<file path="config.mk">
export PLATFORM = sky130hd
export DESIGN_NAME = seq_pattern_gen
export DESIGN_NICKNAME = d
export VERILOG_FILES = /design/src/rtl/seq_gen_pkg.sv /design/src/rtl/seq_gen_lfsr.sv /design/src/rtl/seq_pattern_gen.sv
export SDC_FILE = /design/constraint.sdc
export NUM_CORES = 1
export LEC_CHECK = 0
export ABC_AREA = 1
export ABC_CLOCK_PERIOD_IN_PS = 2100
export CORE_ASPECT_RATIO = 0.6
export CORE_MARGIN = 2
export CORE_UTILIZATION = 45
export CTS_CLUSTER_SIZE = 24
export DETAILED_ROUTE_END_ITERATION = 16
export PLACE_DENSITY = 0.67
export SYNTH_ARGS = -nofsm -noshare
export SYNTH_HDL_FRONTEND = slang
export SYNTH_HIERARCHICAL = 1
export SYNTH_SLANG_ARGS = --single-unit
</file>
<file path="constraint.sdc">
create_clock -name clk -period 2.1 [get_ports clk]
set_input_delay 0.21 -clock clk [delete_from_list [all_inputs] [get_ports clk]]
set_output_delay 0.21 -clock clk [all_outputs]
set_load 0.02 [all_outputs]
</file>
<file path="src/rtl/seq_gen_pkg.sv">
// Shared types and constants for the serial pattern generator.
package seq_gen_pkg;

    typedef enum logic [1:0] {
        IDLE = 2'b00,
        SEND = 2'b01,
        GAP  = 2'b10,
        DONE = 2'b11
    } state_e;

    // Default pattern sent when the caller asks for the built-in one.
    localparam logic [3:0] PAT_DEF_C = 4'b1001;

    // PRBS-7 (x^7 + x^6 + 1): seed loaded on reset and feedback tap mask.
    localparam logic [6:0] PRBS_SEED = 7'h7F;
    localparam logic [6:0] PRBS_TAPS = 7'b110_0000;

endpackage

</file>
<file path="src/rtl/seq_gen_lfsr.sv">
// PRBS-7 generator used to fill idle cycles with pseudo-random traffic.
// Only instantiated when SEQ_GEN_PRBS_FILL_EN is defined.
module seq_gen_lfsr
    import seq_gen_pkg::*;
(
    input  logic clk,
    input  logic reset,
    input  logic enable_i,
    output logic bit_o
);

    logic [6:0] lfsr_q;
    logic [6:0] lfsr_d;
    logic       feedback;

    // Feedback is the XOR of the tapped stages; shift toward the MSB.
    always_comb begin
        feedback = ^(lfsr_q & PRBS_TAPS);
        lfsr_d   = enable_i ? {lfsr_q[5:0], feedback} : lfsr_q;
    end

    // Shift register state, reseeded asynchronously on reset.
    always_ff @(posedge clk or posedge reset) begin
        if (reset) begin
            lfsr_q <= PRBS_SEED;
        end else begin
            lfsr_q <= lfsr_d;
        end
    end

    assign bit_o = lfsr_q[6];

endmodule

</file>
<file path="src/rtl/seq_pattern_gen.sv">
// Bit-serial pattern transmitter: latches a pattern on start, sends it
// MSB-first a programmed number of times with an idle gap between copies,
// then pulses done. Optional PRBS idle fill enabled by SEQ_GEN_PRBS_FILL_EN.
module seq_pattern_gen
    import seq_gen_pkg::*;
#(
    parameter int               PAT_W   = 4,
    parameter logic [PAT_W-1:0] PAT_DEF = PAT_W'(PAT_DEF_C),
    parameter int               CNT_W   = 8,
    parameter int               GAP_W   = 4
) (
    input  logic             clk,
    input  logic             reset,
    input  logic             start_i,
    input  logic             abort_i,
    input  logic             use_def_i,
    input  logic [PAT_W-1:0] pattern_in_i,
    input  logic [CNT_W-1:0] repeat_cnt_i,
    input  logic [GAP_W-1:0] gap_len_i,
    output logic             serial_bit_o,
    output logic             bit_valid_o,
    output logic             frame_start_o,
    output logic             busy_o,
    output logic             done_o
);

    localparam int             BW       = $clog2(PAT_W);
    localparam logic [BW-1:0]  BIT_LAST = BW'(PAT_W - 1);

    state_e           state_q, state_d;
    logic [PAT_W-1:0] pat_q, pat_d;
    logic [PAT_W-1:0] shift_q, shift_d;
    logic [BW-1:0]    bitCnt_q, bitCnt_d;
    logic [CNT_W-1:0] rem_q, rem_d;
    logic [GAP_W-1:0] gap_q, gap_d;
    logic [GAP_W-1:0] gapCnt_q, gapCnt_d;
    logic             serial_q, serial_d;
    logic             valid_q, valid_d;
    logic             frame_q, frame_d;
    logic             busy_q, busy_d;
    logic             done_q, done_d;
    logic             fillBit;

`ifdef SEQ_GEN_PRBS_FILL_EN
    seq_gen_lfsr u_lfsr (
        .clk      (clk),
        .reset    (reset),
        .enable_i (1'b1),
        .bit_o    (fillBit)
    );
`else
    assign fillBit = 1'b0;
`endif

    // Next-state logic; outputs are derived from the next state so they can be registered.
    always_comb begin
        state_d  = state_q;
        pat_d    = pat_q;
        shift_d  = shift_q;
        bitCnt_d = bitCnt_q;
        rem_d    = rem_q;
        gap_d    = gap_q;
        gapCnt_d = gapCnt_q;
        serial_d = 1'b0;
        valid_d  = 1'b0;
        frame_d  = 1'b0;
        busy_d   = 1'b0;
        done_d   = 1'b0;

        if (abort_i) begin
            state_d = IDLE;
        end else begin
            case (state_q)
                IDLE: begin
                    if (start_i) begin
                        if (repeat_cnt_i != '0) begin
                            pat_d    = use_def_i ? PAT_DEF : pattern_in_i;
                            shift_d  = pat_d;
                            bitCnt_d = '0;
                            rem_d    = repeat_cnt_i;
                            gap_d    = gap_len_i;
                            state_d  = SEND;
                        end else begin
                            state_d = DONE;
                        end
                    end
                end
                SEND: begin
                    if (bitCnt_q == BIT_LAST) begin
                        rem_d = rem_q - 1'b1;
                        if (rem_q == CNT_W'(1)) begin
                            state_d = DONE;
                        end else if (gap_q == '0) begin
                            shift_d  = pat_q;
                            bitCnt_d = '0;
                        end else begin
                            gapCnt_d = gap_q;
                            state_d  = GAP;
                        end
                    end else begin
                        shift_d  = shift_q << 1;
                        bitCnt_d = bitCnt_q + 1'b1;
                    end
                end
                GAP: begin
                    if (gapCnt_q == GAP_W'(1)) begin
                        shift_d  = pat_q;
                        bitCnt_d = '0;
                        state_d  = SEND;
                    end else begin
                        gapCnt_d = gapCnt_q - 1'b1;
                    end
                end
                DONE: begin
                    state_d = IDLE;
                end
                default: begin
                    state_d = IDLE;
                end
            endcase
        end

        case (state_d)
            SEND: begin
                serial_d = shift_d[PAT_W-1];
                valid_d  = 1'b1;
                frame_d  = (bitCnt_d == '0);
                busy_d   = 1'b1;
            end
            GAP: begin
                serial_d = fillBit;
                busy_d   = 1'b1;
            end
            DONE: begin
                busy_d = 1'b1;
                done_d = 1'b1;
            end
            default: begin
                serial_d = fillBit & ~abort_i;
            end
        endcase
    end

    // State, datapath and output registers with asynchronous reset.
    always_ff @(posedge clk or posedge reset) begin
        if (reset) begin
            state_q  <= IDLE;
            pat_q    <= '0;
            shift_q  <= '0;
            bitCnt_q <= '0;
            rem_q    <= '0;
            gap_q    <= '0;
            gapCnt_q <= '0;
            serial_q <= 1'b0;
            valid_q  <= 1'b0;
            frame_q  <= 1'b0;
            busy_q   <= 1'b0;
            done_q   <= 1'b0;
        end else begin
            state_q  <= state_d;
            pat_q    <= pat_d;
            shift_q  <= shift_d;
            bitCnt_q <= bitCnt_d;
            rem_q    <= rem_d;
            gap_q    <= gap_d;
            gapCnt_q <= gapCnt_d;
            serial_q <= serial_d;
            valid_q  <= valid_d;
            frame_q  <= frame_d;
            busy_q   <= busy_d;
            done_q   <= done_d;
        end
    end

    assign serial_bit_o  = serial_q;
    assign bit_valid_o   = valid_q;
    assign frame_start_o = frame_q;
    assign busy_o        = busy_q;
    assign done_o        = done_q;

endmodule

</file>
======== Word-level counts from Yosys, hierarchy flattened ========
Index checks and enable logic that the tools add are counted.
storage, ports and cells
  register bits after elaboration ......... 33
  logic and storage cells ................. 86
operators by class
  add/sub/neg operators ................... 3
  eq/ne operators ......................... 18
  muxes and demuxes ....................... 39
  bitwise operators ....................... 1
  reduce and logical (&&, ||, !) cells .... 12
operators with widths
  kind                                                                count
  4-bit two-way mux                                                   12
  2-bit two-way mux                                                   14
  8-bit two-way mux                                                   3
  8-bit case mux with 2 select lines                                  1
  2-bit != test, second input constant                                7
  4-bit case mux with 3 select lines                                  1
  2-bit == test, second input constant                                5
  8-bit by 1-bit == test with 1-bit output, second input constant     1
  2-bit case mux with 4 select lines                                  1
  4-bit case mux with 2 select lines                                  1
  8-bit nonzero test                                                  1
  8-bit by 1-bit subtractor with 8-bit output, second input constant  1
  7-bit AND reduction                                                 1
  3-bit != test, second input constant                                2
  2-bit case mux with 3 select lines                                  1
  6-bit AND reduction                                                 1
  1-bit two-way mux                                                   5
  5-bit AND reduction                                                 1
  2-bit by 1-bit == test with 1-bit output, second input constant     2
  4-bit by 1-bit == test with 1-bit output, second input constant     1
  2-bit zero test                                                     2
  4-bit zero test                                                     1
  4-bit AND reduction                                                 1
  2-bit nonzero test                                                  2
  other kinds (5)                                                     5

======== Depth between registers and ports, before layout ========
Gate-level depths: netlist (run 1).
  word-level depth ........................ 9
  gate-level depth with buffers ........... 11
  depth with buffers taken out ............ 11

======== Least setup slack after synthesis (run 1) ========
OpenSTA, ideal clock, no wires.
  kind .................................... reg-to-reg
  from .................................... register rem_q[1]
  to ...................................... register shift_q[0]
  setup time .............................. 0.065 ns
  data arrival time ....................... 1.326 ns
  path slack .............................. 0.709 ns
  stages on the path, launching flop included .. 11
  path buffers ............................ 0
  cells stage by stage .................... dfrtp_1 inv_1 ha_1 nand2_1 o21ai_0 nand2_1 nand2_1 nor2_4 inv_1 nand2_1 nand2_1
between the ends
  longest elaborated chain between the ends .. 3
RTL lines
  element                                   RTL line                RTL
  from (decl)                               seq_pattern_gen.sv:34   logic [CNT_W-1:0] rem_q, rem_d;
  from (signal assigned)                    seq_pattern_gen.sv:164  rem_q <= rem_d;
  8-bit by 1-bit == test with 1-bit output  seq_pattern_gen.sv:91   if (rem_q == CNT_W'(1)) begin
  3-bit != test (no source line)            -
  7-bit AND reduction (no source line)      -
  to (signal assigned)                      seq_pattern_gen.sv:162  shift_q <= shift_d;
  to (decl)                                 seq_pattern_gen.sv:32   logic [PAT_W-1:0] shift_q, shift_d;
Every way passes these cells.
A chain may end at the register's enable or synchronous reset.

======== Worst setup path after layout (run 1) ========
  from .................................... register state_q[0]
  to ...................................... register rem_q[6]
between the ends
  longest elaborated chain between the ends .. 3
  elaborated cells between the ends (all ways) .. 8
  those cells by class .................... eq/ne: 4; mux: 1; reduce/logical: 3
RTL lines
  element                                                                      RTL line                RTL
  from (decl)                                                                  seq_pattern_gen.sv:30   state_e state_q, state_d;
  from (signal assigned)                                                       seq_pattern_gen.sv:160  state_q <= state_d;
  2-bit by 1-bit == test with 1-bit output or 2-bit zero test (tied branches)  seq_pattern_gen.sv:73   case (state_q)
  2-bit != test (no source line) or 2-bit nonzero test (tied branches)         -
  5-bit AND reduction (no source line)                                         -
Several ways; a longest one is shown, not always the timed one.

==> metrics, run 1 <==
starting density of the core=0.469; Reg clk slew, reported paths=0.07 ns; Clock Tree Buf Depth=2; ANT cells=0; fillers=393; post-CTS setup buffer count=0; Static Leak=0.00119 µW; most frequent cells in the layout=nand2_1, inv_1, nor2_1, dfrtp_1, clkdlybuf4s50_1; Chip Height=54.6 µm; routed wl met2=1550 µm; core area=0.00410 mm²; setup tns final=0 ns; die area=0.00483 mm²; final-report max-slew violation count=0; width of the die=88.4 µm; power share of the clock group=0.201; worst skew pair latency=0.28 ns; clock sinks=32; H-tree Lvls=2; switching part of the total=0.405; EDFF count, synth=0; cell mode on critical path=nand2_4; Distinct cells, synth=28; Net Count, Synth=287; # Max-Cap Violations=0; antenna-violating nets left=0; CTS Root Cell=clkbuf_8; TritonRoute pass-1 iters=4; post-DP HPWL=3230 µm; GP Congestion=0.850; met3 wire length=244 µm; CP Buf/Inv Count=2; Fin Hold WS=0.305 ns; Avg Inst Size Synth=7.37 µm²; Final Hold Viols=0; Total GRT Usage=0.202; first-pass GRT wire length=7080 µm; max layer used=met4; M1 WL=2350 µm; layout cells sized above 1=0.0997; crit-path leading delay family=simple AND/OR/NAND/NOR gates; asr flop ratio synth=1.00; clk_skew=0.00842 ns; Reg power frac=0.390; Worst-Margin Slew=0.434 ns; Max IR drop VDD=0.000551 V; post-CTS resize count=0; Combinational Power Share=0.409; io pins=26; Synth Instances=261; RSZ-0062 raised after global routing=no; P per Cell Area=1110 mW/mm²; Crit path largest cell delay=0.61 ns; crit start category=flop; Synth warnings=6; Psw=1040 µW; Crit Path Max Fanout=16; largest net degree at the start of global routing=33; TritonCTS clock tree=done; Routed WL=4180 µm; crit end category=flop; Wirelength per Cell=11.9 µm; Cell Rows=18; Internal=1530 µW; final setup violating endpoints=0; Mapped Area=0.00192 mm²; final worst-path cycle share=0.823; outcome=finished clean; initial antenna violation count=0; nets@finish=317; DRT iter0 DRCs=154; number of synthesized register bits=32; number of port buffers=25; hold bufs inserted after CTS=0; Area Growth Syn to Fin=20.9%; total CTS buffers=5; crit-path cells=nand2_4 > inv_4 > nand2_4 > nand2_2 > clkinv_2 > nand4_4 > nor2_1 > o21ai_0 > nand2_1; via-per-instance ratio=4.86; CP max-delay cell=dfrtp_1; max_slew headroom=0.710; worst endpoint required time=2.27 ns; Top FF cell, synth=dfrtp_1; worst hold path type=primary input to async pin; Seq/Total Area, Yosys=0.416; CP arrival=1.89 ns; Final Util=0.567; grt total ovfl=0; fmax=0.579 GHz; commonest non-fill, non-tap cell in the layout=nand2_1; vias in the first global route=1484; drc violations=0; Vias=1706; Crit Path Class=flop to flop; Tmin final=1.73 ns
## stage by stage
stage	setup slack (ns)	std cells	power (µW)	cell area, µm²
after floorplan	0.709	261	1780	1920
after global placement	0.316	344	2040	2230
after detailed placement	0.281	344	2060	2230
after CTS	0.389	351	2590	2320
after global routing	0.215	351	2810	2320
final	0.372	351	2580	2320
## area by class of cell
cell class                      count  area [µm²]  share of cell area
Multi-Input combinational cell    189         952               0.410
Inverter                           37         143              0.0614
Sequential cell                    32         801               0.344
Timing Repair Buffer               26         258               0.111
Tap cell                           60        75.1              0.0323
Clock buffer                        7        96.3              0.0414
## sequential cells by signal, indices dropped and copies added, names as in the netlist, 2 cells and up
name,flops
pat_q,4
rem_q,8
state_q,2
gapCnt_q,4
shift_q,3
bitCnt_q,2
gap_q,4
## power by group through the flow
stage	clock (µW)	combinational (µW)	sequential (µW)
6_report	517	1050	1010
3_3_place_gp	0	1030	1010
3_5_place_dp	0	1050	1010
4_1_cts	531	1050	1000
5_1_grt	557	1220	1030
2_1_floorplan	0	788	989
## layer usage
metal  GRT usage  vias to the layer above
met5           0                        -
met4      0.0606                        0
li1            -                      879
met2       0.267                       48
met3      0.0573                        6
met1       0.313                      773
## logic make-up (layout without fill, tap and decap cells)
logic type,after synthesis,after routing,synth area share
muxes,1,1,0.00521
AOI/OAI and AO/OA,35,35,0.104
and+or+nand+nor,145,145,0.340
buffers and inverters,40,70,0.0885
xor gates and xnor gates,3,3,0.0137
DFF,32,32,0.416
adders and majority gates,5,5,0.0325
## Yosys cell counts, types with 3 or more instances
| cell type | number | area [µm²] |
|---|---|---|
| nand2_1 | 79 | 297 |
| xor2_1 | 3 | 26.3 |
| nand4_1 | 7 | 43.8 |
| inv_1 | 33 | 124 |
| a21oi_2 | 5 | 43.8 |
| a21oi_1 | 6 | 30.0 |
| ha_1 | 5 | 62.6 |
| dfrtp_1 | 32 | 801 |
| o21ai_0 | 21 | 105 |
| nor2_4 | 3 | 33.8 |
| nand3_1 | 14 | 70.1 |
| nor2_1 | 33 | 124 |
## worst reg2reg max path: stages (launching register included)
cell and delay, ns:
dfrtp_1 0.61, nand2_4 0.19, inv_4 0.14, nand2_4 0.07
nand2_2 0.07, clkinv_2 0.07, nand4_4 0.24, nor2_1 0.06
o21ai_0 0.09, nand2_1 0.08
## worst paths after layout
check	endpoint	startpoint	slack (ns)	depth (start not counted)
setup / recovery	rem_q[6]$_DFFE_PP0P_	state_q[0]$_DFF_PP0_	0.37	9
hold / removal	rem_q[4]$_DFFE_PP0P_	reset	0.31	3
setup reg to reg	rem_q[6]$_DFFE_PP0P_	state_q[0]$_DFF_PP0_	0.37	9
hold reg to reg	shift_q[0]$_DFFE_PP0P_	shift_q[0]$_DFFE_PP0P_	0.49	2
max in group asynchronous	bitCnt_q[0]$_DFF_PP0_	reset	1.49	3
min in group clk	gap_q[0]$_DFFE_PP0P_	gap_len_i[0]	0.49	3
Note: power is estimated with default switching activity, not from simulation.
==> run 2: changes to the inputs <==
--- a/config.mk
+++ b/config.mk
@@ -6,7 +6,7 @@
 export NUM_CORES = 1
 export LEC_CHECK = 0
 export ABC_AREA = 1
-export ABC_CLOCK_PERIOD_IN_PS = 2100
+export ABC_CLOCK_PERIOD_IN_PS = 1700
 export CORE_ASPECT_RATIO = 0.6
 export CORE_MARGIN = 2
 export CORE_UTILIZATION = 45
==> constraint.sdc (replaced) <==
create_clock -name clk -period 1.7 [get_ports clk]
set_input_delay 0.17 -clock clk [delete_from_list [all_inputs] [get_ports clk]]
set_output_delay 0.17 -clock clk [all_outputs]
set_load 0.02 [all_outputs]
==> run 2 against run 1 <==
Global-route usage fell by 0.43 points. Register-to-register slack lost 0.24 ns. Cell count up 3.4%. Clock skew hardly changed. Highest routed layer unchanged. Sequential power increased by 24%. Count of clock-buffer cells in the layout is 2 lower. Worst hold slack got worse by 0.033 ns. Clock power grew 40%. Utilization grew 3.1 points. Critical path type unchanged. Worst setup slack got worse by 0.24 ns. Combinational power up 33%. Total power grew 31%.
==> metrics, run 2 (synthesis gave the netlist of run 1 again) <==
clock sinks=32 (unchanged); H-tree Lvls=2 (unchanged); fin cells=363 (was 351); worst skew pair latency=0.29 ns (was 0.28 ns); clk_skew=0.00851 ns (was 0.00842 ns); outcome=finished clean (unchanged); grt total ovfl=0 (unchanged); Tmin final=1.57 ns (was 1.73 ns); Crit Path Max Fanout=16 (unchanged); register-to-register setup slack=0.13 ns (was 0.37 ns); max_slew headroom=0.727 (was 0.710); ANT cells=0 (unchanged); Area Growth Syn to Fin=27.5% (was 20.9%); number of port buffers=25 (unchanged); Chip Height=54.6 µm (unchanged); Clock Tree Buf Depth=2 (unchanged); die area=0.00483 mm² (unchanged); Most flops, register=rem_q (unchanged); CTS Root Cell=clkbuf_8 (unchanged); TritonCTS clock tree=done (unchanged); GP Congestion=0.835 (was 0.850); max reg flops=8 (unchanged); Worst-Margin Slew=0.410 ns (was 0.434 ns); core area=0.00410 mm² (unchanged); nets@finish=328 (was 317); P per Cell Area=1370 mW/mm² (was 1110 mW/mm²); largest net degree at the start of global routing=33 (unchanged); Max IR drop VDD=0.000702 V (was 0.000551 V); worst r2r path cells=11 (was 9); final setup violating endpoints=0 (unchanged); vias in the first global route=1528 (was 1484); starting density of the core=0.469 (unchanged); commonest non-fill, non-tap cell in the layout=nand2_1 (unchanged); worst endpoint required time=1.87 ns (was 2.27 ns); final-report max-slew violation count=0 (unchanged); Total GRT Usage=0.198 (was 0.202); Reg clk slew, reported paths=0.07 ns (about the same); crit start category=flop (unchanged); via-per-instance ratio=4.66 (was 4.86); Vias=1690 (was 1706); Inst Count DP=354 (was 344); Cell Rows=18 (unchanged); Power, Total=3370 µW (was 2580 µW); Crit Path Class=flop to flop (unchanged); initial antenna violation count=0 (unchanged); CP arrival=1.74 ns (was 1.89 ns); # Max-Cap Violations=0 (unchanged); total CTS buffers=5 (unchanged); most frequent cells in the layout=nand2_1, inv_1, nor2_1, dfrtp_1, clkdlybuf4s50_1 (unchanged); width of the die=88.4 µm (unchanged); Final Hold Viols=0 (unchanged); Wirelength per Cell=11.8 µm (was 11.9 µm); DRT iter0 DRCs=84 (was 154); worst hold path type=primary input to async pin (unchanged); RR Endpoint=rem_q[7]$_DFFE_PP0P_ (was rem_q[6]$_DFFE_PP0P_); TritonRoute pass-1 iters=4 (unchanged); final worst-path cycle share=0.921 (was 0.823); fillers=377 (was 393); Routed WL=4280 µm (was 4180 µm); RSZ-0062 raised after global routing=no (unchanged); first-pass GRT wire length=7040 µm (was 7080 µm); crit end category=flop (unchanged); drc violations=0 (unchanged); post-DP HPWL=3250 µm (was 3230 µm); R2R Path Start=state_q[1]$_DFF_PP0_ (was state_q[0]$_DFF_PP0_); fmax=0.638 GHz (was 0.579 GHz); antenna-violating nets left=0 (unchanged); layout cells sized above 1=0.152 (was 0.0997); Static Leak=0.00125 µW (was 0.00119 µW); io pins=26 (unchanged)
==> run 2: cell count changes in the layout (fill, tap and decap cells not counted), sizes merged <==
cell and delta:
buf +11, clkbuf -2, bufinv +1, clkinv +1, clkinvlp +1
==> run 2: routing by layer <==
layer  share of wire  up-vias  global-route usage
li1                -      900                   -
met1            0.57      742               0.307
met2            0.37       44               0.268
met3           0.054        4              0.0558
met4          0.0065        0              0.0455
met5               0        -                   0
==> run 2: what timing repair did <==
item / CTS / global route
hold buffers: 0 / 0
setup buffers: 0 / 1
gates resized for setup: 0 / 7
setup endpoints to repair: 0 / 17
==> run 2: how the worst max path moves through the flow <==
stage	end	startpoint	cells after the start
CTS	rem_q[7]$_DFFE_PP0P_	state_q[0]$_DFF_PP0_	9
global placement	rem_q[7]$_DFFE_PP0P_	repeat_cnt_i[7]	9
detailed placement	rem_q[7]$_DFFE_PP0P_	repeat_cnt_i[7]	9
floorplan	shift_q[0]$_DFFE_PP0P_	rem_q[1]$_DFFE_PP0P_	10
finish	rem_q[7]$_DFFE_PP0P_	state_q[1]$_DFF_PP0_	11
global route	shift_q[2]$_DFFE_PP0P_	bitCnt_q[0]$_DFF_PP0_	9
==> run 2: critical path, cell delays in order (launching register included) <==
cell,delay (ns)
dfrtp_1,0.46
inv_2,0.15
nand2_4,0.10
inv_4,0.11
nand2_4,0.06
nand2_2,0.06
clkinv_2,0.08
nand4_4,0.09
buf_12,0.15
nor2_1,0.05
o21ai_0,0.07
nand2_1,0.06
==> run 2: through the flow <==
step	TNS [ns]	hold WS, ns	utilization	setup slack, ns	area, µm²
floorplan	0	0.278	-	0.309	1920
global placement	-0.0582	0.464	0.562	-0.0378	2300
detailed placement	-0.0962	0.465	0.562	-0.0293	2300
CTS	0	0.283	0.589	0.0545	2410
global route	0	0.352	0.598	0.00324	2450
finish	0	0.272	0.598	0.134	2450
==> run 2: report_power, final <==
group	switching, µW	internal, µW
clock	289	433
combinational	838	567
sequential	201	1040
==> run 2: cell type report <==
type                       count  area [µm²]  share of cell area
sequential                    32         802               0.327
timing repair buffer          37         353               0.144
tap                           60        75.1              0.0306
inverter                      37         143              0.0582
multi-input combinational    189         968               0.395
clock buffer                   5        68.8              0.0281
clock inverter                 3        42.5              0.0173
==> run 3: changes to the inputs <==
--- a/config.mk
+++ b/config.mk
@@ -9,10 +9,10 @@
 export ABC_CLOCK_PERIOD_IN_PS = 1700
 export CORE_ASPECT_RATIO = 0.6
 export CORE_MARGIN = 2
-export CORE_UTILIZATION = 45
+export CORE_UTILIZATION = 30
+export CTS_BUF_LIST = sky130_fd_sc_hd__clkbuf_16
 export CTS_CLUSTER_SIZE = 24
 export DETAILED_ROUTE_END_ITERATION = 16
-export PLACE_DENSITY = 0.67
 export SYNTH_ARGS = -nofsm -noshare
 export SYNTH_HDL_FRONTEND = slang
 export SYNTH_HIERARCHICAL = 1
==> run 3 against run 2 <==
Combinational power about the same. Non-clock buffer count down 1. Cell count up 6.3%. Design area up 2.7%. Worst hold slack better by 0.0087 ns. Largest power group unchanged.
==> metrics, run 3 (synthesis gave the netlist of run 1 again) <==
outcome=finished clean (unchanged); Tmin final=1.59 ns (was 1.57 ns); initial antenna violation count=0 (unchanged); TritonRoute pass-1 iters=4 (unchanged); RSZ-0062 raised after global routing=no (unchanged); fmax=0.628 GHz (was 0.638 GHz); max reg flops=8 (unchanged); most frequent cells in the layout=nand2_1, inv_1, nor2_1, dfrtp_1, clkdlybuf4s50_1 (unchanged); DRT iter0 DRCs=35 (was 84); busiest grt layer=met1 (unchanged); starting density of the core=0.312 (was 0.469); layout cells sized above 1=0.132 (was 0.152); hold bufs inserted after CTS=0 (unchanged); total CTS buffers=5 (unchanged); Static Leak=0.00128 µW (was 0.00125 µW); P per Cell Area=1440 mW/mm² (was 1370 mW/mm²); Area Growth Syn to Fin=30.9% (was 27.5%); largest net degree at the start of global routing=33 (unchanged); Vias=1679 (was 1690); Final Hold Viols=0 (unchanged); width of the die=107 µm (was 88.4 µm); max_slew headroom=0.725 (was 0.727); Final Util=0.408 (was 0.598); core area=0.00617 mm² (was 0.00410 mm²); io pins=26 (unchanged); TritonCTS clock tree=done (unchanged); worst skew pair latency=0.28 ns (was 0.29 ns); H-tree Lvls=2 (unchanged); clock sinks=32 (unchanged); vias in the first global route=1579 (was 1528); antenna-violating nets left=0 (unchanged); final worst-path cycle share=0.937 (was 0.921); Worst-Margin Slew=0.413 ns (was 0.410 ns); Power, Total=3630 µW (was 3370 µW); # Max-Cap Violations=0 (unchanged); GR Util met3=0.0404 (was 0.0558); drc violations=0 (unchanged); via-per-instance ratio=4.35 (was 4.66); Most flops, register=rem_q (unchanged); nets@finish=327 (was 328); worst endpoint required time=1.87 ns (about the same); post-DP HPWL=3480 µm (was 3250 µm); Routed WL=4410 µm (was 4280 µm); Wirelength per Cell=11.4 µm (was 11.8 µm); met1 usage=0.219 (was 0.307); commonest non-fill, non-tap cell in the layout=nand2_1 (unchanged); Total GRT Usage=0.141 (was 0.198); clk_skew=0.00527 ns (was 0.00851 ns); first-pass GRT wire length=7490 µm (was 7040 µm); die area=0.00709 mm² (was 0.00483 mm²); Max IR drop VDD=0.000465 V (was 0.000702 V); Clock Tree Buf Depth=2 (unchanged); grt met2 use=0.176 (was 0.268); Chip Height=66.0 µm (was 54.6 µm); CP arrival=1.76 ns (was 1.74 ns); crit start category=flop (unchanged); grt total ovfl=0 (unchanged); Reg clk slew, reported paths=0.06 ns (was 0.07 ns); Crit Path Class=flop to flop (unchanged); ANT cells=0 (unchanged); final-report max-slew violation count=0 (unchanged); Cell Rows=22 (was 18); CTS Root Cell=clkbuf_16 (was clkbuf_8); number of port buffers=25 (unchanged); pre-CTS WS=-0.0366 ns (was -0.0293 ns); final setup margin=0.107 ns (was 0.134 ns); final setup violating endpoints=0 (unchanged); Crit Path Max Fanout=16 (unchanged); worst hold path type=primary input to async pin (unchanged); crit end category=flop (unchanged); GP Congestion=0.840 (was 0.835)
[run 3: changes by cell type in the layout (fill, tap and decap cells not counted), sizes merged]
| cell | before | now |
|---|---|---|
| buf | 12 | 11 |
| clkinvlp | 1 | 0 |
| inv | 36 | 37 |
[run 3: worst max-delay path, cell delays in order (launching register included)]
cell and delay, ns:
dfrtp_1 0.45, inv_2 0.17, nand2_4 0.11, inv_4 0.12, nand2_4 0.06, nand2_2 0.06
clkinv_2 0.07, nand4_4 0.10, buf_12 0.16, nor2_1 0.04, o21ai_0 0.06, nand2_1 0.07
[run 3: final timing paths]
kind | to | slack (ns) | from | cells past startpoint
setup / recovery | rem_q[6]$_DFFE_PP0P_ | 0.11 | state_q[1]$_DFF_PP0_ | 11
hold / removal | busy_o$_DFF_PP0_ | 0.28 | reset | 3
setup reg to reg | rem_q[6]$_DFFE_PP0P_ | 0.11 | state_q[1]$_DFF_PP0_ | 11
hold reg to reg | shift_q[0]$_DFFE_PP0P_ | 0.48 | shift_q[0]$_DFFE_PP0P_ | 2
max in group asynchronous | rem_q[0]$_DFFE_PP0P_ | 1.11 | reset | 3
min in group clk | gap_q[2]$_DFFE_PP0P_ | 0.46 | gap_len_i[2] | 3
[run 3: final cells by class]
cell class                 instances  area, µm²
clock inverter                     3       38.8
tap                               84        105
fill                             651       3650
clock buffer                       5        125
inverter                          37        143
multi-input combinational        189        960
timing repair buffer              36        345
sequential                        32        801
[run 3: where the power goes]
part           internal [µW]  leakage [µW]  switching [µW]
sequential              1040      0.000398             195
combinational            561      0.000794             821
clock                    682     0.0000850             327
[run 3: stage by stage]
step / hold slack (ns) / cells / instance area [µm²] / TNS [ns]
after floorplan: 0.278 / 261 / 1920 / 0
after global routing: 0.366 / 386 / 2520 / 0
after global placement: 0.467 / 377 / 2330 / -0.0624
final: 0.281 / 386 / 2520 / 0
after CTS: 0.310 / 385 / 2490 / 0
after detailed placement: 0.471 / 377 / 2330 / -0.149
[run 3: routing by layer]
| metal | share of wire | routed length, µm |
|---|---|---|
| met5 | 0 | 0 |
| met4 | 0.015 | 66 |
| met3 | 0.072 | 316 |
| met2 | 0.34 | 1500 |
| met1 | 0.57 | 2530 |
[run 3: timing repair]
action,in CTS,in global routing
resized for setup,0,3
endpoints found under the setup margin,0,17
buffers inserted,0,1
==> RTL edit 1, RTL diff (config.mk and constraints of run 2) <==
The parameter `CNT_W` goes from 8 to 12.
--- a/src/rtl/seq_pattern_gen.sv
+++ b/src/rtl/seq_pattern_gen.sv
@@ -6,7 +6,7 @@
 #(
     parameter int               PAT_W   = 4,
     parameter logic [PAT_W-1:0] PAT_DEF = PAT_W'(PAT_DEF_C),
-    parameter int               CNT_W   = 8,
+    parameter int               CNT_W   = 12,
     parameter int               GAP_W   = 4
 ) (
     input  logic             clk,
Interface: changed (resized repeat_cnt_i); port bits go from 26 to 30. No check against the original RTL was run, so the function may have changed too.
==> RTL edit 1 against run 2 <==
- the flow now finishes with violations (setup timing)
- core utilization is 0.85 points lower
- worst setup slack lost 0.13 ns
- maximum frequency down 7.9%
- routed wire length up 29%
- total power rose by 18%
- critical path depth fell by 1
- design area up 20%
- sequential cell count is 5 higher
- area after synthesis rose by 20%
- synthesized cell count increased by 19%
- critical path type unchanged
- critical endpoint is now shift_q[0]$_DFFE_PP0P_
==> RTL edit 1: results (changes against run 2) <==
| Metric | Value |
|---|---|
| Status | finished with violations |
| Failing checks | setup timing |
| YS warnings | 6 (unchanged) |
| Iter 0 DRT Violations | 159 (+89%) |
| Top delay family on crit path | simple AND/OR/NAND/NOR gates |
| DRT Pass-1 Iters | 5 (+1) |
| Detail Route met3 WL | 426 um (+86%) |
| First-pass GRT wire length | 9170 um (+30%) |
| Overall routing resource usage | 21.5% (+1.7 points) |
| VDD IR max | 0.750 mV (+6.9%) |
| Dpl hpwl | 4170 um (+28%) |
| Post-synth cell types | 34 (+21%) |
| # port buffers | 29 (+16%) |
| Final GP Congestion | 0.881 (+5.5%) |
| Maximum number of pins on one net before global-route repair | 38 (+15%) |
| Max incr delay on CP | 0.39 ns (-0.07 ns) |
| Post-Place Cells | 419 (+18%) |
| Routed wire length | 5500 um (+29%) |
| Final worst setup slack | -0.00108 ns (-0.135 ns) |
| DR WL met2 | 2030 um (+28%) |
| CP arrival | 1.89 ns (+0.15 ns) |
| M1 wire length | 2990 um (+23%) |
| Total negative slack | -0.00108 ns (-0.00108 ns) |
| Number of post-CTS setup repair buffers | 0 (unchanged) |
| Root Driver | clkbuf_8 |
| # nets final | 392 (+20%) |
| Top cells by area, synth | dfrtp_1 40%, nand2_1 14%, inv_1 5.7% |
| Resize count post-CTS | 1 (+1) |
| Placed Area | 2780 sq um (+21%) |
| Hold Path Class | in -> async |
| Flip-flop count of the largest register after layout | 12 (+4) |
| Final setup vio count | 1 (+1) |
| Worst Setup Path Type | reg -> reg |
| Layout cells sized above 1 | 22.0% (+6.9 points) |
| Clock skew | 0.00455 ns (-0.00395 ns) |
| Register area share after synthesis | 40.2% (-1.5 points) |
| Syn Area/Cell | 7.43 sq um (+0.90%) |
| Worst reg2reg path startpoint | gapCnt_q[1]$_DFFE_PP0P_ |
| Static leakage | 1.45 nW (+16%) |
| Vias in the first global route | 1855 (+21%) |
| Worst-path maximum fanout | 8 (-8) |
| CTS buffer count | 5 (unchanged) |
| Vias | 2084 (+23%) |
| Top cells by count, synth | 89 x nand2_1, 37 x dfrtp_1, 35 x inv_1, 32 x nor2_1, 23 x o21ai_0 |
| Largest Register | rem_q |
| Drt via density | 4.86 (+4.3%) |
| Clock transition at path regs | 0.07 ns (about the same) |
| Syn_nets | 340 (+18%) |
| Fraction of registers with async set/reset | 100% (unchanged) |
| Slew headroom | 68.7% (-4.0 points) |
-- RTL edit 1: path summary, 6_finish.rpt --
kind	end	slack (ns)	cells past startpoint
worst min-delay path	rem_q[8]$_DFFE_PP0P_	0.28	3
worst min register to register	pat_q[0]$_DFFE_PP0P_	0.49	2
worst max register to register	shift_q[0]$_DFFE_PP0P_	-0.001	10
max in group asynchronous	done_o$_DFF_PP0_	1.08	3
min in group clk	gap_q[3]$_DFFE_PP0P_	0.41	3
worst max-delay path	shift_q[0]$_DFFE_PP0P_	-0.001	10
-- RTL edit 1: metrics by stage --
step           setup slack [ns]  utilization [%]
2_1_floorplan             0.198                -
3_3_place_gp            -0.0652             55.6
3_5_place_dp            -0.0890             55.6
4_1_cts                 0.00659             57.6
5_1_grt                 -0.0849             59.0
6_report               -0.00108             59.0
-- RTL edit 1: cells by family after synthesis --
| family | Yosys count | synth area share, % |
|---|---|---|
| AND/OR/NAND/NOR | 166 | 33.0 |
| adder cells (fa/ha/maj) | 5 | 2.71 |
| AO/OA/AOI/OAI | 52 | 14.1 |
| buffers and inverters | 46 | 8.58 |
| flip-flops | 37 | 40.2 |
| XOR/XNOR | 4 | 1.52 |
-- RTL edit 1: final cells by class --
class                      count  area [sq um]
sequential                    37           926
inverter                      41           159
clock buffer                   7          96.3
tap                           66          82.6
fill                         465          2050
clock inverter                 1          5.00
multi-input combinational    227          1230
timing repair buffer          50           448
-- RTL edit 1: metal layers --
metal | track usage, % | vias up
li1 | - | 1093
met1 | 36.0 | 917
met2 | 25.9 | 64
met3 | 6.11 | 10
met4 | 4.83 | 0
met5 | 0 | -
-- RTL edit 1: power by group --
group          switching [mW]  total [mW]  internal, mW
clock network           0.320       0.687         0.367
registers               0.290        1.49          1.20
logic                    1.06        1.81         0.749
total                    1.67        3.99          2.32
==> RTL edit 2, RTL diff (settings of run 2) <==
Made on the original files. Make the reset (`reset`) synchronous in one clocked block. Comments in the files are not updated.
--- a/src/rtl/seq_pattern_gen.sv
+++ b/src/rtl/seq_pattern_gen.sv
@@ -142,7 +142,7 @@
     end
 
     // State, datapath and output registers with asynchronous reset.
-    always_ff @(posedge clk or posedge reset) begin
+    always_ff @(posedge clk) begin
         if (reset) begin
             state_q  <= IDLE;
             pat_q    <= '0;
Formal check against the unedited RTL: differs if reset is asserted again (counterexample within 4 cycles, from zero or initial values and one cycle with reset high); with reset held inactive, the same outputs for 10 cycles.
==> RTL edit 2 against run 2 <==
- routed wire length rose by 3.8%
- count of clock-buffer cells in the layout stayed put
- area after synthesis about the same
- worst hold slack improved by 0.18 ns
- sequential cell count is 1 higher
- clock skew fell by 0.0052 ns
- die area about the same
- worst setup slack got worse by 0.0092 ns
- design area decreased by 2.7%
- critical endpoint is now gapCnt_q[3]$_SDFFE_PP0P_
- largest cell class unchanged
Power is not compared: it rests on default switching activity, and its combinational part moved more than twofold at a synthesized area within 25%.
==> RTL edit 2: results (changes against run 2) <==
| Metric | Value |
|---|---|
| Top cells by area, synth | dfxtp_1 34%, nand2_1 13%, inv_1 9.0% |
| Top cells by count, synth | 66 x nand2_1, 46 x inv_1, 34 x nor2_1, 33 x dfxtp_1, 27 x o21ai_0 |
| Flip-flop count of the largest register after layout | 8 (unchanged) |
| Layout Cells excl Fill | 390 (+7.4%) |
| Slew @ Worst Pin | 0.279 ns (-0.131 ns) |
| FILL cells | 418 (+11%) |
| Min Hold Slack | 0.452 ns (+0.180 ns) |
| Layout cells sized above 1 | 15.5% (+0.27 points) |
| Placed Area | 2280 sq um (-1.1%) |
| Dpl hpwl | 3470 um (+6.6%) |
| Post-Place Cells | 382 (+7.9%) |
| First-pass GRT wire length | 7370 um (+4.6%) |
| Post-Synthesis Cells | 293 (+12%) |
| Static leakage | 1.11 nW |
| Hold Path Depth | 2 |
| Register area share after synthesis | 34.4% (-7.3 points) |
| Iter 0 DRT Violations | 144 (+71%) |
| Clock transition at path regs | 0.06 ns |
| Worst Setup Path Type | reg -> reg |
| Status | complete, no violations |
| Top delay family on crit path | simple AND/OR/NAND/NOR gates |
| # nets final | 357 (+8.8%) |
| Vias in the first global route | 1601 (+4.8%) |
| Vias | 1864 (+10%) |
| Origin of the worst min-delay path | pat_q[2]$_SDFFE_PP0P_ |
| Final GP Congestion | 0.805 (-3.5%) |
| R2R depth | 11 (unchanged) |
| Hold Path Class | reg -> reg |
| Dpl ws | -0.0685 ns (-0.0391 ns) |
| Fraction of registers with async set/reset | 0% (-100 points) |
| Top_reg_cell synth | dfxtp_1 |
| Seq pwr | 837 uW |
| Worst reg2reg path startpoint | rem_q[4]$_SDFFE_PP0P_ |
| Max incr delay on CP | 0.34 ns (-0.12 ns) |
| Overall routing resource usage | 20.5% (+0.74 points) |
| Crit-path slowest cell | dfxtp_1 |
| Worst-path maximum fanout | 6 (-10) |
| Clock skew | 0.00332 ns (-0.00519 ns) |
| Syn_nets | 319 (+11%) |
| Reg-to-Reg End | gapCnt_q[3]$_SDFFE_PP0P_ |
| Tmin final | 1.58 ns (+0.00923 ns) |
| Routed wire length | 4440 um (+3.8%) |
| Post-synth cell types | 25 (-11%) |
| Maximum number of pins on one net before global-route repair | 21 (-36%) |
==> RTL edit 2: cell type report <==
cell class | instances | area [sq um] | area share, %
Multi-Input combinational cell | 204 | 1040 | 43.7
Sequential cell | 33 | 662 | 27.7
Timing Repair Buffer | 37 | 340 | 14.3
Inverter | 50 | 193 | 8.07
Tap cell | 60 | 75.1 | 3.14
Clock buffer | 5 | 68.8 | 2.88
Clock inverter | 1 | 5.00 | 0.210
==> RTL edit 2: logic make-up (layout without fill, tap and decap cells) <==
kind of cell | Yosys count | after routing | share of synthesized area [%]
xor+xnor | 1 | 1 | 0.456
fa+ha+maj | 5 | 5 | 3.26
compound gates | 56 | 56 | 14.6
simple gates | 142 | 142 | 35.0
buf+inv | 56 | 93 | 12.4
flops | 33 | 33 | 34.4
==> RTL edit 2: routing by layer <==
layer | track usage [%] | wire length, um | up-vias
met4 | 6.82 | 48 | 0
met3 | 4.83 | 231 | 8
met1 | 31.3 | 2530 | 819
li1 | - | - | 997
met5 | 0 | 0 | -
met2 | 27.8 | 1630 | 40
